`config.mk`:
```
export PLATFORM = sky130hd
export DESIGN_NAME = led_breathe_pwm
export DESIGN_NICKNAME = d
export VERILOG_FILES = /design/src/rtl/led_pkg.sv /design/src/rtl/tick_prescaler.sv /design/src/rtl/led_breathe_pwm.sv
export SDC_FILE = /design/constraint.sdc
export NUM_CORES = 1
export LEC_CHECK = 0
export CAP_MARGIN = 20
export CORE_ASPECT_RATIO = 1.2
export CORE_MARGIN = 1.5
export CORE_UTILIZATION = 43
export CTS_BUF_LIST = sky130_fd_sc_hd__clkbuf_4
export DETAILED_ROUTE_END_ITERATION = 6
export SYNTH_ARGS = -nofsm -noshare
export SYNTH_HDL_FRONTEND = slang
export SYNTH_HIERARCHICAL = 1
export SYNTH_SLANG_ARGS = --single-unit
```
`constraint.sdc`:
```
create_clock -name pin3_clk_16mhz -period 6.2 [get_ports pin3_clk_16mhz]
set_input_delay 1.86 -clock pin3_clk_16mhz [delete_from_list [all_inputs] [get_ports pin3_clk_16mhz]]
set_output_delay 1.86 -clock pin3_clk_16mhz [all_outputs]
set_load 0.03 [all_outputs]
```
`src/rtl/led_pkg.sv`:
```
// Shared definitions for the breathing-LED demo.
// Contents:
//   - led_state_e : ramp FSM states (encoding is visible on the phase port)
//   - default parameter values for the 16 MHz TinyFPGA B2 board
//   - cnt_width() : counter width helper; returns at least one bit
package led_pkg;

    localparam int CLK_HZ         = 16_000_000;
    localparam int PWM_BITS_DEF   = 8;
    localparam int STEP_DIV_DEF   = 16000;
    localparam int HOLD_STEPS_DEF = 64;

    typedef enum logic [1:0] {
        RAMP_UP   = 2'd0,
        HOLD_HI   = 2'd1,
        RAMP_DOWN = 2'd2,
        HOLD_LO   = 2'd3
    } led_state_e;

    // Width needed to count 0..n-1. A 1-bit counter is kept for n <= 1 so
    // that no zero-width vector ever appears.
    function automatic int cnt_width(input int n);
        return (n > 1) ? $clog2(n) : 1;
    endfunction

endpackage

```
`src/rtl/tick_prescaler.sv`:
```
// Enable-gated tick generator, reusable by other board demos.
// Ports:
//   clk  - rising-edge clock
//   rst  - synchronous active-high reset (counter back to 0)
//   en   - count enable; low freezes the counter in place
//   tick - high for the one cycle in which the counter sits at DIV-1 with en high
// With DIV=1 the tick is simply en.
module tick_prescaler
    import led_pkg::*;
#(
    parameter int DIV = STEP_DIV_DEF
) (
    input  logic clk,
    input  logic rst,
    input  logic en,
    output logic tick
);

    localparam int             CW   = cnt_width(DIV);
    localparam logic [CW-1:0]  LAST = CW'(DIV - 1);
    localparam logic [CW-1:0]  ZERO = {CW{1'b0}};
    localparam logic [CW-1:0]  ONE  = CW'(1);

    logic [CW-1:0] presc_r;
    logic          at_last_s;

    assign at_last_s = (presc_r == LAST);

    // Prescale counter: advances only while enabled, wraps at DIV-1.
    always_ff @(posedge clk) begin
        if (rst) begin
            presc_r <= ZERO;
        end else if (en) begin
            presc_r <= at_last_s ? ZERO : (presc_r + ONE);
        end else begin
            presc_r <= presc_r;
        end
    end

    // The tick is decoded from the counter so the consumer acts on the same
    // edge that wraps the counter.
    assign tick = en & at_last_s;

endmodule

```
`src/rtl/led_breathe_pwm.sv`:
```
// Breathing LED driver: a duty ramp (up, hold, down, hold) paced by a
// prescaler feeds a free-running PWM comparator that drives the LED.
// Ports:
//   pin3_clk_16mhz - board clock, all logic on the rising edge
//   rst            - synchronous active-high reset
//   en             - run enable; low freezes the ramp and blanks the LED
//   pin13          - registered PWM LED drive
//   duty           - current ramp duty (visibility only)
//   phase          - current ramp state encoding
module led_breathe_pwm
    import led_pkg::*;
#(
    parameter int PWM_BITS   = PWM_BITS_DEF,
    parameter int STEP_DIV   = STEP_DIV_DEF,
    parameter int HOLD_STEPS = HOLD_STEPS_DEF
) (
    input  logic                pin3_clk_16mhz,
    input  logic                rst,
    input  logic                en,
    output logic                pin13,
    output logic [PWM_BITS-1:0] duty,
    output logic [1:0]          phase
);

    localparam logic [PWM_BITS-1:0] DUTY_MAX = {PWM_BITS{1'b1}};
    localparam logic [PWM_BITS-1:0] DUTY_MIN = {PWM_BITS{1'b0}};
    localparam logic [PWM_BITS-1:0] DUTY_ONE = PWM_BITS'(1);
    localparam int                  HW       = cnt_width(HOLD_STEPS);
    localparam logic [HW-1:0]       HOLD_LAST = HW'(HOLD_STEPS - 1);
    localparam logic [HW-1:0]       HOLD_ZERO = {HW{1'b0}};
    localparam logic [HW-1:0]       HOLD_ONE  = HW'(1);

    logic                step_tick_s;
    led_state_e          state_r,    state_nxt_s;
    logic [PWM_BITS-1:0] duty_r,     duty_nxt_s;
    logic [HW-1:0]       hold_cnt_r, hold_cnt_nxt_s;
    logic [PWM_BITS-1:0] pwm_cnt_r;
    logic [PWM_BITS-1:0] duty_lat_r;
    logic                pin13_r;

    tick_prescaler #(
        .DIV (STEP_DIV)
    ) u_presc (
        .clk  (pin3_clk_16mhz),
        .rst  (rst),
        .en   (en),
        .tick (step_tick_s)
    );

    // Ramp FSM state, duty and hold counter registers.
    always_ff @(posedge pin3_clk_16mhz) begin
        if (rst) begin
            state_r    <= RAMP_UP;
            duty_r     <= DUTY_MIN;
            hold_cnt_r <= HOLD_ZERO;
        end else begin
            state_r    <= state_nxt_s;
            duty_r     <= duty_nxt_s;
            hold_cnt_r <= hold_cnt_nxt_s;
        end
    end

    // Ramp FSM next state. The end of each ramp is detected before the
    // duty would step, so the duty saturates instead of wrapping. Without a
    // step tick everything holds, which is also how en=0 freezes the ramp.
    always_comb begin
        state_nxt_s    = state_r;
        duty_nxt_s     = duty_r;
        hold_cnt_nxt_s = hold_cnt_r;
        if (step_tick_s) begin
            case (state_r)
                RAMP_UP: begin
                    if (duty_r == DUTY_MAX) begin
                        state_nxt_s    = HOLD_HI;
                        hold_cnt_nxt_s = HOLD_ZERO;
                    end else begin
                        duty_nxt_s = duty_r + DUTY_ONE;
                    end
                end
                HOLD_HI: begin
                    if (hold_cnt_r == HOLD_LAST) begin
                        state_nxt_s = RAMP_DOWN;
                    end else begin
                        hold_cnt_nxt_s = hold_cnt_r + HOLD_ONE;
                    end
                end
                RAMP_DOWN: begin
                    if (duty_r == DUTY_MIN) begin
                        state_nxt_s    = HOLD_LO;
                        hold_cnt_nxt_s = HOLD_ZERO;
                    end else begin
                        duty_nxt_s = duty_r - DUTY_ONE;
                    end
                end
                HOLD_LO: begin
                    if (hold_cnt_r == HOLD_LAST) begin
                        state_nxt_s = RAMP_UP;
                    end else begin
                        hold_cnt_nxt_s = hold_cnt_r + HOLD_ONE;
                    end
                end
                default: begin
                    state_nxt_s    = RAMP_UP;
                    duty_nxt_s     = DUTY_MIN;
                    hold_cnt_nxt_s = HOLD_ZERO;
                end
            endcase
        end else begin
            state_nxt_s = state_r;
        end
    end

    // PWM counter, period-boundary duty latch and registered LED compare.
    // The duty is sampled only on the last count of a period so a ramp step
    // never cuts a PWM period short or stretches it.
    always_ff @(posedge pin3_clk_16mhz) begin
        if (rst) begin
            pwm_cnt_r  <= DUTY_MIN;
            duty_lat_r <= DUTY_MIN;
            pin13_r    <= 1'b0;
        end else begin
            pwm_cnt_r  <= pwm_cnt_r + DUTY_ONE;
            duty_lat_r <= (pwm_cnt_r == DUTY_MAX) ? duty_r : duty_lat_r;
            pin13_r    <= en & (pwm_cnt_r < duty_lat_r);
        end
    end

    assign pin13 = pin13_r;
    assign duty  = duty_r;
    assign phase = state_r;

endmodule

```
======== Word level (Yosys, flattened, before mapping) ========
Cells that the tools add are included.
storage, ports and cells
  register bits ........................... 47
  latch bits .............................. 0
  bits in writable memories ............... 0
  ROM bits ................................ 0
  input port bits ......................... 3
  output and inout port bits .............. 11
  word-level logic and storage cells ...... 49
  memories kept ........................... 0
operators by class
  add/subtract/negate cells ............... 5
  $mul .................................... 0
  divide/modulo/power cells ............... 0
  order comparisons ....................... 1
  equal/unequal tests ..................... 14
  shift operators ......................... 0
  multiplexer cells ....................... 13
  bitwise logic cells ..................... 2
  reduce and logical (&&, ||, !) cells .... 7
operators by type and width
  kind                   count
  $mux 6                 3
  $pmux 6 s3             1
  $add 8x1->8 const B    2
  $eq 8x8->1 const B     2
  $mux 8                 2
  $pmux 8 s2             1
  $add 14x1->14 const B  1
  $eq 14x14->1 const B   1
  $mux 14                1
  $ne 2x2->1 const B     7
  $logic_not 8->1        1
  $lt 8x8->1             1
  $mux 2                 4
  $pmux 2 s4             1
  $reduce_and 4->1       2
  $sub 8x1->8 const B    1
  $add 6x1->6 const B    1
  $eq 6x6->1 const B     1
  $reduce_and 5->1       1
  $eq 2x2->1 const B     2
  $and 1x1->1            2
  $eq 2x1->1 const B     1
  $logic_not 2->1        1
  $reduce_bool 2->1      1
  $reduce_or 2->1        1

======== Logic depth before layout (Yosys ltp) ========
Gate-level depths: netlist of the first run.
  word-level depth ........................ 4
  depth in mapped cells ................... 10
  gate-level depth less buffers ........... 9

======== Modules after synthesis ========
Netlist of the first run, hierarchy kept.
modules (own cells, without submodules)
  module           times used  cells an instance  area each (um2)  sequential area each (um2)
  led_breathe_pwm  1           227                1963.1           660.6
  tick_prescaler   1           71                 684.4            280.3

======== Worst setup path before layout of the first run ========
No wires, ideal clock.
  path type ............................... input to register
  start ................................... input port en
  end ..................................... register duty_r[7], in the netlist duty[7]
  setup time .............................. 121 ps
  data arrival time ....................... 3552 ps
  required time ........................... 6079 ps
  slack ................................... 2527 ps
  stages on the path ...................... 8
  path buffers ............................ 2
  cells stage by stage .................... buf_4 -> nand4_2 -> nor4_2 -> inv_1 -> a221o_1 -> buf_2 -> a31oi_1 -> mux2_2
on the way
  cells in the longest elaborated chain, start to end .. 2
RTL lines
  item                               RTL line               RTL
  start: declaration                 led_breathe_pwm.sv:19  input logic en,
  $and 1x1->1                        tick_prescaler.sv:42   assign tick = en & at_last_s;
  via step_tick_s                    led_breathe_pwm.sv:33  logic step_tick_s;
  $reduce_and 4->1 (no source line)  --
  end signal: assignment             led_breathe_pwm.sv:58  duty_r <= duty_nxt_s;
  end: declaration                   led_breathe_pwm.sv:35  logic [PWM_BITS-1:0] duty_r, duty_nxt_s;
The timed path passes the listed nets, and every way through them passes these cells.
A chain may end at the register's enable or synchronous reset.

======== Worst setup path after layout of the first run ========
Same ends and word-level chain as after synthesis.

==> results of run 1 <==
registers in the layout (all words and copies together), names as in the netlist:
register / flops
pwm_cnt_r: 8
phase: 2
hold_cnt_r: 6
duty: 8
duty_lat_r: 8
u_presc/presc_r: 14
pin13: 1
per-layer routing:
| metal | GRT usage, % | routed length (um) | up-vias |
|---|---|---|---|
| li1 | - | - | 1083 |
| met1 | 22.23 | 2531 | 1008 |
| met4 | 6.612 | 90 | 0 |
| met2 | 28.25 | 2394 | 36 |
| met5 | 0 | 0 | - |
| met3 | 3.720 | 156 | 9 |
power breakdown:
| group | switching, mW | internal [mW] | leakage, nW |
|---|---|---|---|
| registers | 0.00361 | 0.305 | 0.380 |
| clock network | 0.0998 | 0.130 | 0.0559 |
| logic | 0.0117 | 0.00879 | 0.572 |
| total | 0.115 | 0.445 | 1.01 |
metrics by stage:
| stage | power (mW) | instance area (um2) |
|---|---|---|
| after floorplan | 0.3307 | 2648 |
| after global placement | 0.3360 | 2811 |
| after detailed placement | 0.3365 | 2811 |
| after CTS | 0.5673 | 2917 |
| after global routing | 0.5801 | 2917 |
| final | 0.5597 | 2917 |
cells by family after synthesis:
group                    share of synthesized area, %
AND/OR/NAND/NOR                                 26.04
AO/OA/AOI/OAI                                   13.28
flip-flops                                      35.54
buffers and inverters                           4.584
XOR/XNOR                                        6.616
adder cells (fa/ha/maj)                         8.034
multiplexers                                    5.907
worst max-delay path by stage:
stage | start | endpoint | slack (ps) | cells after the start
6_report | en | duty[7] | 1880 | 7
5_1_grt | en | duty[7] | 1760 | 7
4_1_cts | en | duty[7] | 1880 | 7
3_5_place_dp | en | duty[7] | 1490 | 7
3_3_place_gp | en | duty[7] | 1530 | 7
2_1_floorplan | en | duty[7] | 2530 | 8
cells in the mapped netlist (2+ instances only):
cell | number | area, um2
sky130_fd_sc_hd__a211oi_1 | 3 | 22.52
sky130_fd_sc_hd__a21o_1 | 2 | 15.01
sky130_fd_sc_hd__a21oi_1 | 18 | 90.09
sky130_fd_sc_hd__a22oi_1 | 2 | 15.01
sky130_fd_sc_hd__a41oi_1 | 2 | 17.52
sky130_fd_sc_hd__and3_1 | 4 | 25.02
sky130_fd_sc_hd__buf_1 | 3 | 11.26
sky130_fd_sc_hd__buf_4 | 2 | 15.01
sky130_fd_sc_hd__buf_6 | 2 | 22.52
sky130_fd_sc_hd__clkbuf_1 | 6 | 22.52
sky130_fd_sc_hd__dfxtp_1 | 47 | 940.9
sky130_fd_sc_hd__ha_1 | 17 | 212.7
sky130_fd_sc_hd__inv_1 | 12 | 45.04
sky130_fd_sc_hd__mux2_2 | 5 | 56.30
sky130_fd_sc_hd__mux2i_1 | 10 | 100.1
sky130_fd_sc_hd__nand2_1 | 9 | 33.78
sky130_fd_sc_hd__nand2b_1 | 2 | 12.51
sky130_fd_sc_hd__nand3_1 | 9 | 45.04
sky130_fd_sc_hd__nand4_1 | 11 | 68.82
sky130_fd_sc_hd__nand4_2 | 2 | 25.02
sky130_fd_sc_hd__nor2_1 | 40 | 150.1
sky130_fd_sc_hd__nor2b_1 | 9 | 56.30
sky130_fd_sc_hd__nor3_1 | 4 | 20.02
sky130_fd_sc_hd__nor4_2 | 6 | 75.07
sky130_fd_sc_hd__o21ai_0 | 12 | 60.06
sky130_fd_sc_hd__o22ai_1 | 2 | 12.51
sky130_fd_sc_hd__or2_2 | 2 | 12.51
sky130_fd_sc_hd__or3_1 | 7 | 43.79
sky130_fd_sc_hd__or4_1 | 3 | 22.52
sky130_fd_sc_hd__or4_4 | 2 | 22.52
sky130_fd_sc_hd__xnor2_1 | 10 | 87.58
sky130_fd_sc_hd__xor2_1 | 10 | 87.58
cell type report:
class,instances,area (um2),share of cell area (%)
clock buffers,6,45.04,1.544
clock inverters,2,60.06,2.059
inverters,12,45.04,1.544
multi-input cells,225,1585,54.35
flip-flops and latches,47,940.9,32.26
well taps,82,102.6,3.518
repair buffers,14,137.6,4.719
worst max-delay path, delay by kind of cell:
kind | cells | cell delay (ps)
and+or+nand+nor | 2 | 1010
buffers and inverters | 2 | 710
AOI/OAI and AO/OA | 2 | 660
muxes | 1 | 350
==> results_dict.tcl, run 1 <==
set metrics [dict create \
    whs_ps 472.1 \
    drt_iter0_markers 76 \
    grt_antenna_before_repair 0 \
    crit_fanout 11 \
    reg2regPathDepth 9 \
    cts_inserted_buffers 5 \
    postLayoutSetupSlackWorst_ps 1877 \
    placement.io_buffers 13 \
    utilization_pct 48.83 \
    core_footprint_mm2 0.005973 \
    path_class "in -> reg" \
    setup_slack_placement_ps 1486 \
    top_level_ports 14 \
    postSynthRegisterBits 47 \
    dieWidth_um 74.63 \
    critical_path.slowest_cell "sky130_fd_sc_hd__nor4_2" \
    timing.clock.skew_ps 12.07 \
    max-cap-violations 0 \
    maxSlewViolCount 0 \
    most-common-layout-cells "sky130_fd_sc_hd__dfxtp_1 (47), sky130_fd_sc_hd__nor2_1 (40), sky130_fd_sc_hd__a21oi_1 (18), sky130_fd_sc_hd__ha_1 (17), sky130_fd_sc_hd__clkdlybuf4s50_1 (13)" \
    hold-path-cell-count 1 \
    wire_per_inst_um 13.33 \
    worst_hold_path_type "reg -> reg" \
    grt_start_max_net_pins 22 \
    timing.final.crit_period_ps 4323 \
    timing_worst_slew_pin_value_ps 846.0 \
    synth_ff_type "sky130_fd_sc_hd__dfxtp_1" \
    worst_slew_margin_pct 43.43 \
    postRouteWirelength_mm 5.172 \
    min_to "pwm_cnt_r[0]" \
    worst-r2r-setup-slack_ps 3520 \
    drcViolationCount 0 \
    worst_r2r_endpoint "duty[6]" \
    cts_root_buf "sky130_fd_sc_hd__clkbuf_4" \
    synth_seq_area_share_pct 35.54 \
    firstDrtPassIters 4 \
    grt_usage_pct 17.27 \
    rsz_0062_raised_after_global_routing "no" \
    number_of_hold_buffers_added_after_cts 0 \
    syn_nets 318 \
    netlist_instances 298 \
    mappedNetlistArea_mm2 0.002648 \
    final.fill_count 589 \
    grt_first_pass_wirelength_mm 8.997 \
    die-height_um 88.96 \
    power_density_mw_per_mm2 191.9 \
    worst_path_largest_cell_delay_ps 650 \
    ys_warn_count 6 \
    tritoncts_num_sinks 47 \
    postCtsSetupBuffers 0 \
    syn2layout_area_growth_pct 10.16 \
    maxClockFrequency_mhz 231.3 \
    timing.final.hold_violations 0 \
    vias_per_cell 5.505 \
    globalplace.congestion 0.7778 \
    startpoint_of_the_tightest_hold_check_path "pwm_cnt_r[0]" \
    synth_enable_flop_cells 0 \
    ffs_w_async_s_r_synth_pct 0 \
    grt_remaining_overflow 0 \
    floorplan.die_area_mm2 0.006639 \
    placed_cells_incl_taps 380 \
    totalNegativeSetupSlack_ps 0 \
    leakage_nw 1.008 \
    cts.clk_slew.worst_paths_ps 140 \
    initial_utilization_pct 44.32 \
    clockBufferDepth 2 \
    nature_of_the_critical_path_endpoint "flip-flop" \
    postCtsResizedCells 0 \
    final_layout_size_suffix_gt1_share_pct 11.11 \
    launching_point_of_the_worst_reg2reg_path "phase[0]" \
    worstPathArrival_ps 4600 \
    report.final.setup_viol 0 \
    final-instance-count-excl-fill 388 \
    status "finished clean" \
    grt_pass1_vias 2007 \
    worst_skew_pair.late_latency_ps 370 \
    crit_chain "clkdlybuf4s50_1 > nand4_2 > nor4_2 > inv_1 > a221o_1 > a31oi_1 > mux2_2" \
    worst_ep_required_time_ps 6470 \
    fp-row-count 31 \
    diodes 0 \
    ant_nets 0 \
    routed-via-count 2136 \
    cts_htree_levels 2 \
    ir_drop_mv 0.08062 \
    synthesis.area_per_instance_um2 8.884 \
    leading_cell_type_in_the_layout_fill_and_taps_excluded "sky130_fd_sc_hd__dfxtp_1" \
    layout.nets 325 \
    post_synthesis_cell_type_count 55 \
    startpoint_type "input port" \
    post-route-period-util_pct 69.73 \
    detailed_place_hpwl_mm 3.524 \
    cts_tree "done" \
]
(Power assumes the default switching activity.)
==> inputs of run 2 (changes only) <==
==> constraint.sdc (replaced) <==
create_clock -name pin3_clk_16mhz -period 4.45 [get_ports pin3_clk_16mhz]
set_input_delay 1.335 -clock pin3_clk_16mhz [delete_from_list [all_inputs] [get_ports pin3_clk_16mhz]]
set_output_delay 1.335 -clock pin3_clk_16mhz [all_outputs]
set_load 0.03 [all_outputs]
==> results_dict.tcl, run 2 (synthesis gave the netlist of run 1 again) <==
set metrics [dict create \
    postCtsResizedCells 0 \
    wire_per_inst_um 13.21 \
    layout.nets 328 \
    worst_path_largest_cell_delay_ps 640 \
    crit_fanout 11 \
    tritoncts_num_sinks 47 \
    ant_nets 0 \
    worst_slew_margin_pct 45.09 \
    rsz_0062_raised_after_global_routing "no" \
    reg2regPathDepth 9 \
    flip_flop_count_of_the_largest_register_after_layout 14 \
    leakage_nw 1.008 \
    die-height_um 88.96 \
    maxClockFrequency_mhz 297.1 \
    postCtsSetupBuffers 0 \
    grt_first_pass_wirelength_mm 8.956 \
    timing.final.hold_violations 0 \
    crit_chain "clkdlybuf4s50_1 > nand4_2 > nor4_2 > buf_4 > inv_1 > a221o_1 > a31oi_1 > mux2_2" \
    ir_drop_mv 0.1393 \
    path_class "in -> reg" \
    cts_htree_levels 2 \
    postRouteWirelength_mm 5.151 \
    cts_tree "done" \
    drcViolationCount 0 \
    report.final.setup_viol 0 \
    grt_remaining_overflow 0 \
    worst_r2r_endpoint "duty[6]" \
    startpoint_type "input port" \
    dieWidth_um 74.63 \
    globalplace.congestion 0.7806 \
    worstPathBufferInverterCount 3 \
    top_register "u_presc/presc_r" \
    core_footprint_mm2 0.005973 \
    grt_start_max_net_pins 17 \
    detailed_place_hpwl_mm 3.562 \
    utilization_pct 48.70 \
    drt_iter0_markers 107 \
    worst_skew_pair.late_latency_ps 350 \
    diodes 0 \
    grt_antenna_before_repair 0 \
    power_density_mw_per_mm2 246.1 \
    timing_worst_slew_pin_value_ps 820.6 \
    post-route-period-util_pct 75.65 \
    grt_pass1_vias 1938 \
    leading_cell_type_in_the_layout_fill_and_taps_excluded "sky130_fd_sc_hd__dfxtp_1" \
    critPathTopFamily "buffers and inverters" \
    design_power_total_mw 0.7158 \
    most-common-layout-cells "sky130_fd_sc_hd__dfxtp_1 (47), sky130_fd_sc_hd__nor2_1 (40), sky130_fd_sc_hd__a21oi_1 (18), sky130_fd_sc_hd__ha_1 (17), sky130_fd_sc_hd__clkdlybuf4s50_1 (13)" \
    nature_of_the_critical_path_endpoint "flip-flop" \
    cts_inserted_buffers 5 \
    hold-path-cell-count 1 \
    startpoint_of_the_tightest_hold_check_path "pwm_cnt_r[0]" \
    number_of_hold_buffers_added_after_cts 0 \
    totalNegativeSetupSlack_ps 0 \
    timing.final.crit_period_ps 3366 \
    worstPathArrival_ps 3620 \
    max-cap-violations 0 \
    cts_root_buf "sky130_fd_sc_hd__clkbuf_4" \
    top_level_ports 14 \
    grt_usage_pct 17.09 \
    status "finished clean" \
    launching_point_of_the_worst_reg2reg_path "phase[0]" \
    initial_utilization_pct 44.32 \
    final.fill_count 607 \
    min_to "pwm_cnt_r[0]" \
    critical_path.slowest_cell "sky130_fd_sc_hd__clkdlybuf4s50_1" \
    worst-r2r-setup-slack_ps 1840 \
    placement.io_buffers 13 \
    maxSlewViolCount 0 \
    cts.clk_slew.worst_paths_ps 130 \
    timing.clock.skew_ps 8.627 \
    worst_hold_path_type "reg -> reg" \
    final_layout_size_suffix_gt1_share_pct 11.69 \
    syn2layout_area_growth_pct 9.877 \
    whs_ps 480.5 \
    vias_per_cell 5.462 \
    firstDrtPassIters 4 \
    floorplan.die_area_mm2 0.006639 \
    fp-row-count 31 \
    worst_ep_required_time_ps 4700 \
    clockBufferDepth 2 \
    routed-via-count 2130 \
]
[run 2: cell types whose count changed in the layout (fill, tap and decap cells not counted)]
| cell | delta |
|---|---|
| sky130_fd_sc_hd__buf_4 | +3 |
| sky130_fd_sc_hd__bufinv_16 | -1 |
[run 2: metrics by stage]
step	area (um2)	setup slack (ps)	instances
floorplan	2648	1302	298
global placement	2834	701.7	383
detailed placement	2834	683.7	383
CTS	2909	1062	390
global route	2909	987.3	390
finish	2909	1084	390
[run 2: layout make-up]
| cell class | instances | area, um2 | share of cell area (%) |
|---|---|---|---|
| multi-input combinational | 225 | 1585 | 54.49 |
| sequential | 47 | 940.9 | 32.34 |
| timing repair buffer | 17 | 160.2 | 5.505 |
| tap | 82 | 102.6 | 3.527 |
| clock buffer | 6 | 45.04 | 1.548 |
| inverter | 12 | 45.04 | 1.548 |
| clock inverter | 1 | 30.03 | 1.032 |
[run 2: worst max-delay path by stage]
stage | from | to | slack (ps) | depth (start not counted)
finish | en | duty[7] | 1080 | 8
global route | en | duty[7] | 990 | 8
CTS | en | duty[7] | 1060 | 8
detailed placement | en | duty[7] | 680 | 8
global placement | en | duty[7] | 700 | 8
floorplan | en | duty[7] | 1300 | 8
[run 2: routing by layer]
metal	vias up	wire, um	track usage (%)	share of wire, %
met2	27	2382	27.84	46
li1	1089	-	-	-
met3	6	139	3.720	2.7
met1	1008	2570	22.85	50
met5	-	0	0	0
met4	0	58	4.628	1.1
[run 2: power by group]
group | internal [mW] | total (mW) | switching [mW] | leakage, nW
clock network | 0.122 | 0.256 | 0.134 | 0.0417
registers | 0.426 | 0.430 | 0.00487 | 0.380
logic | 0.0128 | 0.0295 | 0.0167 | 0.587
